===== config.mk =====
export PLATFORM = sky130hd
export DESIGN_NAME = fifo_rd_drain
export DESIGN_NICKNAME = d
export VERILOG_FILES = /design/src/rtl/fifo_rd_drain_pkg.sv /design/src/rtl/fifo_rd_skid.sv /design/src/rtl/fifo_rd_drain.sv
export SDC_FILE = /design/constraint.sdc
export NUM_CORES = 1
export LEC_CHECK = 0
export BUFFER_PORTS_ARGS = -buffer_cell sky130_fd_sc_hd__buf_4
export CAP_MARGIN = 10
export CORE_UTILIZATION = 43
export CTS_CLUSTER_SIZE = 16
export DETAILED_ROUTE_END_ITERATION = 7
export PLACE_DENSITY = 0.66
export SLEW_MARGIN = 0
export SYNTH_ARGS = -nofsm -noshare
export SYNTH_HDL_FRONTEND = slang
export SYNTH_SLANG_ARGS = --single-unit

===== constraint.sdc =====
create_clock -name rdclk -period 5.2 [get_ports rdclk]
set_clock_uncertainty 0.15 [all_clocks]
set_input_delay 0.26 -clock rdclk [delete_from_list [all_inputs] [get_ports rdclk]]
set_output_delay 0.26 -clock rdclk [all_outputs]
set_load 0.1 [all_outputs]

===== src/rtl/fifo_rd_drain_pkg.sv =====
`default_nettype none
// +----------------------------------------------------------------------------+
// | Module      : fifo_rd_drain_pkg                                            |
// | Description : Shared types for the FIFO read-side drain engine: FSM state  |
// |               encoding and the skid-buffer entry layout.                   |
// | Revision    : 1.0  initial release                                         |
// +----------------------------------------------------------------------------+
package fifo_rd_drain_pkg;

  // Drain FSM state encoding.
  typedef enum logic [1:0] {
    IDLE  = 2'd0,
    BURST = 2'd1,
    WAIT  = 2'd2
  } drain_state_t;

  // Data width of the default skid entry; matches the default FIFO word width.
  localparam int unsigned SKID_DEF_WIDTH = 8;

  // One skid-buffer entry: the word plus its end-of-burst tag.
  typedef struct packed {
    logic                      last;
    logic [SKID_DEF_WIDTH-1:0] data;
  } skid_entry_t;

endpackage
`default_nettype wire


===== src/rtl/fifo_rd_skid.sv =====
`default_nettype none
// +----------------------------------------------------------------------------+
// | Module      : fifo_rd_skid                                                 |
// | Description : Two-entry in-order skid buffer that absorbs the FIFO's       |
// |               registered read latency ahead of the output stream.          |
// | Revision    : 1.0  initial release                                         |
// +----------------------------------------------------------------------------+
// | Ports                                                                      |
// |   rdclk       in   FIFO read clock                                         |
// |   reset_      in   asynchronous active-low reset                           |
// |   push        in   write push_entry at the tail                            |
// |   push_entry  in   entry to store (ENTRY_T)                                |
// |   pop         in   drop the head entry (ignored when empty)                |
// |   occupancy   out  number of stored entries, 0..2                          |
// |   head        out  oldest stored entry                                     |
// +----------------------------------------------------------------------------+
module fifo_rd_skid
  import fifo_rd_drain_pkg::*;
#(
  parameter type ENTRY_T = skid_entry_t
) (
  input  logic       rdclk,
  input  logic       reset_,
  input  logic       push,
  input  ENTRY_T     push_entry,
  input  logic       pop,
  output logic [1:0] occupancy,
  output ENTRY_T     head
);

  ENTRY_T     r_mem0;   // head slot
  ENTRY_T     r_mem1;   // second slot
  logic [1:0] r_occ;
  logic       w_pop;

  assign w_pop = pop && (r_occ != 2'd0);

  always_ff @(posedge rdclk or negedge reset_) begin
    if (!reset_) begin
      r_mem0 <= '0;
      r_mem1 <= '0;
      r_occ  <= 2'd0;
    end else begin
      case ({push, w_pop})
        2'b10: begin
          // The upstream credit scheme never pushes into a full buffer;
          // the guard just keeps the occupancy encoding sane if it did.
          if (r_occ == 2'd0) begin
            r_mem0 <= push_entry;
            r_occ  <= 2'd1;
          end else if (r_occ == 2'd1) begin
            r_mem1 <= push_entry;
            r_occ  <= 2'd2;
          end
        end
        2'b01: begin
          r_mem0 <= r_mem1;
          r_occ  <= r_occ - 2'd1;
        end
        2'b11: begin
          // Simultaneous push and pop: occupancy is unchanged, contents shift.
          if (r_occ == 2'd1) begin
            r_mem0 <= push_entry;
          end else begin
            r_mem0 <= r_mem1;
            r_mem1 <= push_entry;
          end
        end
        default: begin
          r_occ <= r_occ;
        end
      endcase
    end
  end

  assign occupancy = r_occ;
  assign head      = r_mem0;

endmodule
`default_nettype wire


===== src/rtl/fifo_rd_drain.sv =====
`default_nettype none
// +----------------------------------------------------------------------------+
// | Module      : fifo_rd_drain                                                |
// | Description : Read-side consumer for the dual-clock FIFO. Waits for a      |
// |               full burst (or a flush), issues rden pulses, absorbs the     |
// |               one-cycle dataout latency in a 2-entry skid buffer and       |
// |               presents words on a valid/ready stream with a last marker.   |
// | Revision    : 1.0  initial release                                         |
// +----------------------------------------------------------------------------+
// | Ports                                                                      |
// |   rdclk         in   FIFO read clock                                       |
// |   reset_        in   asynchronous active-low reset                         |
// |   fifo_rden     out  FIFO read request                                     |
// |   fifo_dataout  in   FIFO read data, valid the cycle after fifo_rden       |
// |   fifo_rdempty  in   FIFO empty                                            |
// |   fifo_rdusedw  in   FIFO fill level (PTR+1 bits)                          |
// |   flush         in   drain a partial burst                                 |
// |   out_valid     out  stream word valid                                     |
// |   out_ready     in   downstream accepts the word                           |
// |   out_data      out  stream word                                           |
// |   out_last      out  final word of a burst                                 |
// |   busy          out  FSM not idle                                          |
// |   word_cnt      out  accepted words, wraps    (FIFO_RD_DRAIN_STATS_EN)     |
// |   burst_cnt     out  accepted last words      (FIFO_RD_DRAIN_STATS_EN)     |
// +----------------------------------------------------------------------------+
// | Build option: define FIFO_RD_DRAIN_STATS_EN to add word/burst counters.    |
// +----------------------------------------------------------------------------+
module fifo_rd_drain
  import fifo_rd_drain_pkg::*;
#(
  parameter int WIDTH     = 8,
  parameter int PTR       = 4,
  parameter int BURST_LEN = 4
) (
  input  logic             rdclk,
  input  logic             reset_,
  output logic             fifo_rden,
  input  logic [WIDTH-1:0] fifo_dataout,
  input  logic             fifo_rdempty,
  input  logic [PTR:0]     fifo_rdusedw,
  input  logic             flush,
  output logic             out_valid,
  input  logic             out_ready,
  output logic [WIDTH-1:0] out_data,
  output logic             out_last,
  output logic             busy
`ifdef FIFO_RD_DRAIN_STATS_EN
  ,
  output logic [15:0]      word_cnt,
  output logic [15:0]      burst_cnt
`endif
);

  // Skid entry sized to this instance's word width.
  typedef struct packed {
    logic             last;
    logic [WIDTH-1:0] data;
  } entry_t;

  localparam logic [PTR:0] c_burst_len = (PTR+1)'(BURST_LEN);
  localparam logic [PTR:0] c_one       = (PTR+1)'(1);
  localparam logic [PTR:0] c_zero      = '0;

  drain_state_t r_state;
  drain_state_t w_state_nxt;
  logic [PTR:0] r_remaining;
  logic [PTR:0] w_remaining_nxt;
  logic         r_inflight;       // rden issued last cycle; data arrives now
  logic         r_inflight_last;  // that rden took remaining 1 -> 0
  logic         w_rden;
  logic [1:0]   w_occ;
  logic [1:0]   w_used;
  logic         w_credit_ok;
  logic         w_pop;
  entry_t       w_push_entry;
  entry_t       w_head;

  // Credit counts only registered state: a pop in this cycle does not free a
  // slot until next cycle. This keeps rden off the out_ready path.
  assign w_used      = w_occ + {1'b0, r_inflight};
  assign w_credit_ok = (w_used < 2'd2);

  always_comb begin
    w_state_nxt     = r_state;
    w_remaining_nxt = r_remaining;
    w_rden          = 1'b0;
    case (r_state)
      IDLE: begin
        // A full burst wins over flush.
        if (fifo_rdusedw >= c_burst_len) begin
          w_state_nxt     = BURST;
          w_remaining_nxt = c_burst_len;
        end else if (flush && !fifo_rdempty) begin
          w_state_nxt     = BURST;
          w_remaining_nxt = fifo_rdusedw;
        end
      end
      BURST: begin
        w_rden = (r_remaining != c_zero) && !fifo_rdempty && w_credit_ok;
        if (w_rden) begin
          w_remaining_nxt = r_remaining - c_one;
          if (r_remaining == c_one) begin
            w_state_nxt = WAIT;
          end
        end else if (r_remaining == c_zero) begin
          // A flush that captured a zero fill level (empty flag and level
          // momentarily disagreeing) must not park the FSM here forever.
          w_state_nxt = WAIT;
        end
      end
      WAIT: begin
        if ((w_occ == 2'd0) && !r_inflight) begin
          w_state_nxt = IDLE;
        end
      end
      default: begin
        w_state_nxt = IDLE;
      end
    endcase
  end

  always_ff @(posedge rdclk or negedge reset_) begin
    if (!reset_) begin
      r_state         <= IDLE;
      r_remaining     <= c_zero;
      r_inflight      <= 1'b0;
      r_inflight_last <= 1'b0;
    end else begin
      r_state         <= w_state_nxt;
      r_remaining     <= w_remaining_nxt;
      r_inflight      <= w_rden;
      r_inflight_last <= w_rden && (r_remaining == c_one);
    end
  end

  assign w_push_entry = '{last: r_inflight_last, data: fifo_dataout};

  fifo_rd_skid #(
    .ENTRY_T   (entry_t)
  ) u_skid (
    .rdclk     (rdclk),
    .reset_    (reset_),
    .push      (r_inflight),
    .push_entry(w_push_entry),
    .pop       (w_pop),
    .occupancy (w_occ),
    .head      (w_head)
  );

  assign fifo_rden = w_rden;
  assign out_valid = (w_occ != 2'd0);
  // Outputs read as zero while nothing is presented.
  assign out_data  = out_valid ? w_head.data : '0;
  assign out_last  = out_valid && w_head.last;
  assign w_pop     = out_valid && out_ready;
  assign busy      = (r_state != IDLE);

`ifdef FIFO_RD_DRAIN_STATS_EN
  logic [15:0] r_word_cnt;
  logic [15:0] r_burst_cnt;

  always_ff @(posedge rdclk or negedge reset_) begin
    if (!reset_) begin
      r_word_cnt  <= 16'd0;
      r_burst_cnt <= 16'd0;
    end else if (w_pop) begin
      r_word_cnt <= r_word_cnt + 16'd1;
      if (out_last) begin
        r_burst_cnt <= r_burst_cnt + 16'd1;
      end
    end
  end

  assign word_cnt  = r_word_cnt;
  assign burst_cnt = r_burst_cnt;
`endif

endmodule
`default_nettype wire


==> out/results.tsv, run 1 <==
metric	value	unit
most frequent cells in the layout	30 x buf_4, 29 x dfrtp_1, 19 x mux2_2	
Setup Buffers After CTS	0	
detailed-route wire length	3850	µm
share of layout cells above drive strength 1	0.286	
hold depth	2	
TritonCTS clock tree	done	
first-pass GRT wire length	6220	µm
worst r2r src	u_skid.occupancy[0]	
Syn. warnings	0	
Syn Inst Count	178	
die width	65.1	µm
Die Height	65.1	µm
Clock Path Buffers	2	
dpl hpwl	2780	µm
gr usage total	0.200	
area delta synth->final	21.5	%
CP Cell Sequence	inv_1 > ha_1 > nor2b_1 > ha_1 > inv_1 > and4_1 > a21oi_2 > mux2_2	
WP data arrival	2.98	ns
Setup violations, final	0	
Finished Layout Cells	258	
worst slew pin tran	0.766	ns
insertion delay to the later sink of the worst-skew pair	0.28	ns
sink of the worst hold path	u_skid.r_mem1[1]	
synthesized flop and latch total	29	
Required @ worst endpoint	5.21	ns
CP max stage cell	ha_1	
commonest non-fill, non-tap cell in the layout	buf_4	
Inst Count DP	248	
worst slew margin relative to its limit	0.482	
Yosys cell types	36	
DR vias	1419	
final period utilization	0.570	
largest net degree at the start of global routing	30	
syn nets	203	
remaining global-route overflow	0	
Antenna Nets Post-Route	0	
status	complete, no violations	
WS Path Type	reg2reg	
sequential area share after synthesis	0.424	
WL per Instance	14.9	µm
RSZ-0062 raised after global routing	no	
RR Endpoint	u_skid.r_mem1[7]	
Hold Violations, Final	0	
Via density	5.50	
type of the most critical hold path	in2reg	
Post-route DRC	0	
vias in the first global route	1330	
Starting Density	0.457	
ant diodes	0	
H-tree levels	2	
min Tclk post-route	2.96	ns
register-to-register setup slack	2.24	ns
CP max stage delay	0.43	ns
root buf cell	clkbuf_8	
Core Area	0.00374	mm²
drt first-iter violations	51	
Num CTS Buffers	5	
# rows	22	
num ports	30	
fillers	352	
Die ar.	0.00423	mm²
GP Congestion	0.890	
Critical Path Source Type	flip-flop	
Hold Path Origin	fifo_dataout[1]	
synthesized area per cell	9.61	µm²
Pre-antenna DRT Iters	4	
CP max FO	13	
Final Max Tran Viols	0	
max_cap viols	0	
Clock Pin Slew Worst Setup and Hold Paths	0.06	ns
initial antenna violation count	0	
hold_buf cts	1	
CP Capture Type	flip-flop	
Worst R2R Path Depth	8	
nets	234	
TNS Setup	0	ns
Max Freq	338	MHz
Post-CTS Resized	0	
port bufs	29	
CTS sink count	29	
hold slack	0.0808	ns
Post-Synthesis Cell Area	0.00171	mm²
## worst max-delay path, delay by kind of cell (launching register included)
kind	cells	cell delay, ns
mux	1	0.40
fa+ha+maj	2	0.80
simple gates	2	0.48
compound gates	1	0.42
flops	1	0.42
buf+inv	2	0.18
## area by class of cell
cell class	count	area (µm²)	share of cell area
sequential	29	726	0.349
inverter	15	56.3	0.0271
clock inverter	1	5.00	0.00241
timing repair buffer	31	235	0.113
clock buffer	7	96.3	0.0464
multi-input combinational	127	900	0.433
tap	48	60.1	0.0289
## metrics by stage
stage	util	setup slack, ns	cell area [µm²]
after CTS	0.553	2.23	2070
final	0.555	2.24	2080
after detailed placement	0.523	2.24	1960
after global routing	0.555	1.99	2080
after global placement	0.523	2.42	1960
after floorplan	-	2.59	1710
## layer usage
layer | track usage | vias up | wire length [µm]
met2 | 0.305 | 44 | 1760
met5 | 0 | - | 0
met4 | 0.0679 | 0 | 54
li1 | - | 694 | -
met3 | 0.0599 | 6 | 195
met1 | 0.268 | 675 | 1840
## registers in the layout, indices dropped and copies added (netlist names)
| name | flops |
|---|---|
| u_skid.occupancy | 2 |
| u_skid.head | 9 |
| r_state | 2 |
| r_inflight | 1 |
| r_remaining | 5 |
| r_inflight_last | 1 |
| u_skid.r_mem1 | 9 |
## worst max-delay path by stage
stage	end	slack, ns	from
finish	u_skid.r_mem1[7]	2.24	u_skid.occupancy[0]
global route	u_skid.r_mem1[4]	1.99	u_skid.occupancy[0]
CTS	u_skid.r_mem1[4]	2.23	u_skid.occupancy[0]
detailed placement	u_skid.r_mem1[6]	2.24	u_skid.occupancy[0]
global placement	u_skid.r_mem1[0]	2.42	u_skid.occupancy[0]
floorplan	out_data[0]	2.59	u_skid.occupancy[0]
## Yosys cell counts
| library cell | instances | area share |
|---|---|---|
| a221oi_2 | 1 | 0.0088 |
| and3b_1 | 1 | 0.0051 |
| o211ai_1 | 1 | 0.0044 |
| nor2_1 | 18 | 0.039 |
| clkbuf_1 | 5 | 0.011 |
| a31oi_1 | 11 | 0.040 |
| or3_1 | 3 | 0.011 |
| nor4_1 | 1 | 0.0037 |
| nor3_1 | 1 | 0.0029 |
| ha_1 | 7 | 0.051 |
| mux2_2 | 19 | 0.13 |
| dfrtp_1 | 29 | 0.42 |
| a21oi_1 | 5 | 0.015 |
| a311o_1 | 1 | 0.0059 |
| o21ai_1 | 1 | 0.0029 |
| or4_1 | 2 | 0.0088 |
| a22oi_1 | 9 | 0.039 |
| o21ai_0 | 4 | 0.012 |
| inv_1 | 15 | 0.033 |
| o41a_1 | 1 | 0.0066 |
| clkbuf_2 | 1 | 0.0029 |
| nor4b_1 | 1 | 0.0051 |
| nor2b_1 | 12 | 0.044 |
| nand2_1 | 15 | 0.033 |
| a21boi_0 | 1 | 0.0044 |
| o32ai_1 | 1 | 0.0051 |
| o31ai_1 | 2 | 0.0088 |
| a21oi_2 | 1 | 0.0051 |
| o22ai_1 | 1 | 0.0037 |
| o21bai_1 | 1 | 0.0044 |
| nand2b_1 | 2 | 0.0073 |
| and4_1 | 1 | 0.0051 |
| o211a_1 | 1 | 0.0059 |
| or3_4 | 1 | 0.0066 |
| mux2i_1 | 1 | 0.0059 |
| buf_2 | 1 | 0.0029 |
## logic make-up after synthesis
group | after synthesis | share of synthesized area
AOI/OAI and AO/OA | 42 | 0.172
adders and majority gates | 7 | 0.0512
buffers and inverters | 22 | 0.0497
DFF | 29 | 0.424
muxes | 20 | 0.131
and+or+nand+nor | 58 | 0.172
Power of run 1 is not shown: default switching activity piles up to over one toggle a cycle in this logic, so the estimate is an artifact.
==> run 2, diff against run 1 <==
ABC_AREA = 1   (was not set)
PLACE_DENSITY = 0.68   (was 0.66)
clock period = 2.58 ns   (was 5.2 ns; I/O delays follow)
==> run 2 against run 1 <==
Effect of this change:
- via count increased by 21%
- maximum frequency increased by 44%
- critical path depth increased by 2
- sequential share of layout area decreased by 3.0 points
- global-route usage increased by 0.28 points
- first-iteration DRC count increased by 20%
- highest routed layer unchanged
==> out/results.tsv, run 2 <==
metric	value	unit	change
Required @ worst endpoint	2.58	ns	-2.63 ns
area delta synth->final	23.7	%	
drt first-iter violations	61		+20%
Via density	4.86		-12%
Core Area	0.00406	mm²	+8.4%
ant diodes	0		unchanged
Hold Violations, Final	0		unchanged
GP Congestion	0.792		-11%
# rows	23		+4.5%
initial antenna violation count	0		unchanged
share of layout cells above drive strength 1	0.151		-0.134
dominant cells by area after synthesis	dfrtp_1 39%, nand2_1 11%, nor2_1 8.8%		
Clock Path Buffers	2		unchanged
Pre-antenna DRT Iters	4		unchanged
root buf cell	clkbuf_8		
syn nets	286		+41%
gr usage total	0.202		+0.00281
top_reg_cell synth	dfrtp_1		
commonest non-fill, non-tap cell in the layout	nand2_1		
detailed-route wire length	3720	µm	-3.4%
TNS Setup	0	ns	unchanged
most frequent cells in the layout	56 x nand2_1, 43 x nor2_1, 39 x inv_1		
Final Max Tran Viols	0		unchanged
total placed instance area	0.00210	mm²	+7.3%
count leader, synth	nand2_1		
hold_buf cts	9		+8
remaining global-route overflow	0		unchanged
Num CTS Buffers	5		unchanged
sequential area share after synthesis	0.395		-0.0295
commonest cells in the netlist	56 x nand2_1, 43 x nor2_1, 39 x inv_1		
leading area contributor after synthesis	dfrtp_1		
synthesized flop and latch total	29		unchanged
Post-synth ARST share	1.00		unchanged
port bufs	29		unchanged
Critical Path Source Type	flip-flop		
post-synth top area share	0.395		-0.0295
WP data arrival	2.05	ns	-0.93 ns
CTS sink count	29		unchanged
final period utilization	0.797		+0.228
insertion delay to the later sink of the worst-skew pair	0.27	ns	about the same
WS Path Type	reg2reg		
Post-CTS Resized	0		unchanged
Syn. warnings	0		unchanged
CP max FO	18		+5
Starting Density	0.453		-0.00391
status	complete, no violations		
min Tclk post-route	2.06	ns	-0.905 ns
Setup violations, final	0		unchanged
Max Freq	486	MHz	+44%
Clock Pin Slew Worst Setup and Hold Paths	0.06	ns	about the same
WL per Instance	10.5	µm	-30%
worst slew pin tran	0.597	ns	-0.169 ns
Post-route DRC	0		unchanged
type of the most critical hold path	in2reg		
Die Height	67.4	µm	+3.6%
worst slew margin relative to its limit	0.600		+0.118
max_cap viols	0		unchanged
vias in the first global route	1633		+23%
Setup Buffers After CTS	0		unchanged
largest net degree at the start of global routing	30		unchanged
TritonCTS clock tree	done		
nets	328		+40%
DR vias	1719		+21%
CP Capture Type	flip-flop		
Die ar.	0.00454	mm²	+7.2%
Final Cell Area	0.00227	mm²	+9.4%
Antenna Nets Post-Route	0		unchanged
first-pass GRT wire length	6840	µm	+9.9%
Yosys cell types	25		-31%
synthesized area per cell	7.04	µm²	-27%
Syn Inst Count	261		+47%
RSZ-0062 raised after global routing	no		
Post-Synthesis Cell Area	0.00184	mm²	+7.5%
H-tree levels	2		unchanged
dpl hpwl	2680	µm	-3.5%
die width	67.4	µm	+3.6%
num ports	30		unchanged
number of synthesized flops with an enable pin	0		unchanged
## run 2: cell types whose count changed after synthesis, moves of 3 or more
cell	delta
a21oi_1	+8
nand3_1	+8
clkbuf_1	-3
nor2b_1	-12
nand2_1	+41
or3_1	-3
a22oi_1	-9
o211ai_1	+8
nor2_1	+25
o21ai_1	+9
mux2_2	-19
inv_1	+24
o21ai_0	+15
## run 2: cell families (layout without fill, tap and decap cells)
family                   count (synthesis)  count (layout)  synth area share
buffers and inverters                   49              92             0.110
AO/OA/AOI/OAI                           64              64             0.204
AND/OR/NAND/NOR                        112             112             0.244
flip-flops                              29              29             0.395
adder cells (fa/ha/maj)                  7               7            0.0476
## run 2: per-stage QoR
stage	instances	util	hold WS (ns)	setup slack, ns
final	354	0.560	0.00944	0.523
after global placement	337	0.518	-0.0711	0.599
after CTS	354	0.560	0.00424	0.504
after global routing	354	0.560	0.0188	0.275
after floorplan	261	-	-0.317	0.132
after detailed placement	337	0.518	-0.0649	0.517
## run 2: critical path, stage by stage, from the launching register on
cell and delay (ns):
dfrtp_1 0.40, inv_1 0.07, ha_1 0.21, nor2_1 0.19
inv_1 0.07, ha_1 0.23, o21ai_1 0.16, a21oi_2 0.04
buf_4 0.19, o211ai_1 0.09, o21ai_0 0.12
## run 2: metal layers
metal / GRT usage / vias up / wire [µm]
met4: 0.0665 / 0 / 54
met3: 0.0507 / 5 / 121
met1: 0.243 / 769 / 1830
met5: 0 / - / 0
li1: - / 922 / -
met2: 0.351 / 23 / 1710
## run 2: cell type report
cell class	instances	area, µm²
multi-input cells	183	910
repair buffers	42	338
fillers	403	1780
flip-flops and latches	29	726
inverters	42	158
well taps	50	62.6
clock buffers	8	80.1
## run 2: final timing paths
path                                     startpoint               end  slack (ns)  cells after the start
worst max-delay path            u_skid.occupancy[0]  u_skid.r_mem1[7]        0.52                     10
worst min-delay path                   fifo_rdempty   r_inflight_last       0.009                      4
worst max register to register  u_skid.occupancy[0]  u_skid.r_mem1[7]        0.52                     10
worst min register to register       r_remaining[1]    r_remaining[1]        0.34                      2
max in group asynchronous                    reset_    r_remaining[3]        1.83                      2
min in group asynchronous                    reset_  u_skid.r_mem1[0]        0.17                      2
Power of run 2 is left out for the same reason.
==> run 3, diff against run 2 <==
clock period = 1.8 ns   (was 2.58 ns; I/O delays follow)
==> run 3 against run 2 <==
Effect of this change:
- count of clock-buffer cells in the layout decreased by 1
- utilization rose by 7.6 points
- die area is the same
- global-route usage is 0.74 points lower
- critical path depth did not move
- sequential share of layout area down 3.8 points
- via count increased by 3.1%
- critical path type unchanged
==> out/results.tsv, run 3 (synthesis gave the netlist of run 2 again) <==
metric	value	unit	change
status	complete, no violations		
final period utilization	0.990		+0.193
DR vias	1772		+3.1%
Via density	4.83		-0.57%
FF/Latch Area	727	µm²	+0.17%
WL per Instance	11.1	µm	+5.4%
drt first-iter violations	138		+130%
WS Path Type	reg2reg		
Final Cell Area	0.00258	mm²	+14%
RSZ-0062 raised after global routing	yes		
Pre-antenna DRT Iters	4		unchanged
CTS sink count	29		unchanged
type of the most critical hold path	in2reg		
worst slew pin tran	0.376	ns	-0.221 ns
dpl ws	-0.0667	ns	-0.584 ns
Setup violations, final	0		unchanged
TritonCTS clock tree	done		
Post-route DRC	0		unchanged
most frequent cells in the layout	55 x nand2_1, 40 x buf_4, 32 x inv_1, 32 x nor2_1, 28 x dfrtp_1		
ant diodes	0		unchanged
hold depth	5		+1
register-to-register setup slack	0.02	ns	-0.51 ns
die width	67.4	µm	unchanged
num ports	30		unchanged
H-tree levels	2		unchanged
Max Freq	561	MHz	+15%
Die Height	67.4	µm	unchanged
Die ar.	0.00454	mm²	unchanged
nets	342		+4.3%
Clock Path Buffers	2		unchanged
dpl hpwl	2760	µm	+2.9%
remaining global-route overflow	0		unchanged
largest net degree at the start of global routing	30		unchanged
Setup WS post-layout	0.0176	ns	-0.506 ns
min Tclk post-route	1.78	ns	-0.274 ns
GP Congestion	0.840		+5.9%
root buf cell	clkbuf_8		
insertion delay to the later sink of the worst-skew pair	0.27	ns	about the same
area of the multi-input gates	0.00104	mm²	+14%
RR Endpoint	u_skid.r_mem1[6]		
vias in the first global route	1560		-4.5%
Starting Density	0.453		unchanged
TNS Setup	0	ns	unchanged
worst slew margin relative to its limit	0.749		+0.149
commonest non-fill, non-tap cell in the layout	nand2_1		
Num CTS Buffers	5		unchanged
gr usage total	0.195		-0.00743
detailed-route wire length	4060	µm	+9.2%
Critical Path Sink	u_skid.r_mem1[6]		
# rows	23		unchanged
area delta synth->final	40.4	%	
Critical Path Source Type	flip-flop		
Required @ worst endpoint	1.80	ns	-0.78 ns
initial antenna violation count	0		unchanged
Final Max Tran Viols	0		unchanged
Setup crit start	u_skid.occupancy[0]		
fillers	343		-15%
first-pass GRT wire length	6630	µm	-3.0%
Hold Violations, Final	0		unchanged
port bufs	29		unchanged
WP data arrival	1.78	ns	-0.27 ns
worst r2r src	u_skid.occupancy[0]		
max_cap viols	0		unchanged
total placed instance area	0.00223	mm²	+6.1%
Clock Pin Slew Worst Setup and Hold Paths	0.06	ns	about the same
share of layout cells above drive strength 1	0.281		+0.129
Core Area	0.00406	mm²	unchanged
CP max FO	10		-8
CP Capture Type	flip-flop		
Antenna Nets Post-Route	0		unchanged
Worst R2R Path Depth	10		unchanged
## run 3: stage by stage
step / utilization / std cells / hold WS (ns)
final: 0.636 / 367 / 0.00781
after detailed placement: 0.550 / 338 / -0.105
after CTS: 0.612 / 361 / 0.00690
after global routing: 0.636 / 367 / 0.0599
after floorplan: - / 261 / -0.356
after global placement: 0.550 / 338 / -0.108
## run 3: final cells by class
type / count / share of cell area
sequential: 29 / 0.282
timing repair buffer: 56 / 0.191
multi-input combinational: 183 / 0.403
tap: 50 / 0.0242
clock buffer: 7 / 0.0334
inverter: 42 / 0.0664
## run 3: what timing repair did
| action | CTS | global route |
|---|---|---|
| pin swaps | 0 | 5 |
| buffers inserted | 5 | 6 |
| gates resized for setup | 4 | 15 |
| setup endpoints to repair | 10 | 20 |
| endpoints found under the hold margin | 47 | 0 |
| hold buffers | 11 | 0 |
## run 3: how the worst min path moves through the flow
stage | startpoint | end
floorplan | reset_ | r_inflight
global placement | reset_ | r_remaining[0]
detailed placement | reset_ | r_remaining[1]
CTS | flush | r_state[0]
global route | flush | r_state[0]
finish | flush | r_state[0]
## run 3: routing by layer
layer	share of wire	track usage	routed length (µm)
met2	0.49	0.338	1980
met5	0	0	0
met4	0.012	0.0585	48
met1	0.45	0.235	1830
met3	0.049	0.0507	199
## run 3: critical path, stage by stage, from the launching register on
cell and delay (ns):
dfrtp_1 0.38, inv_2 0.06, ha_4 0.17, nor2_4 0.16, inv_2 0.06, ha_4 0.17
o21ai_4 0.14, a21oi_4 0.05, buf_6 0.14, o211ai_1 0.07, o21ai_0 0.10
Power of run 3 is left out for the same reason.
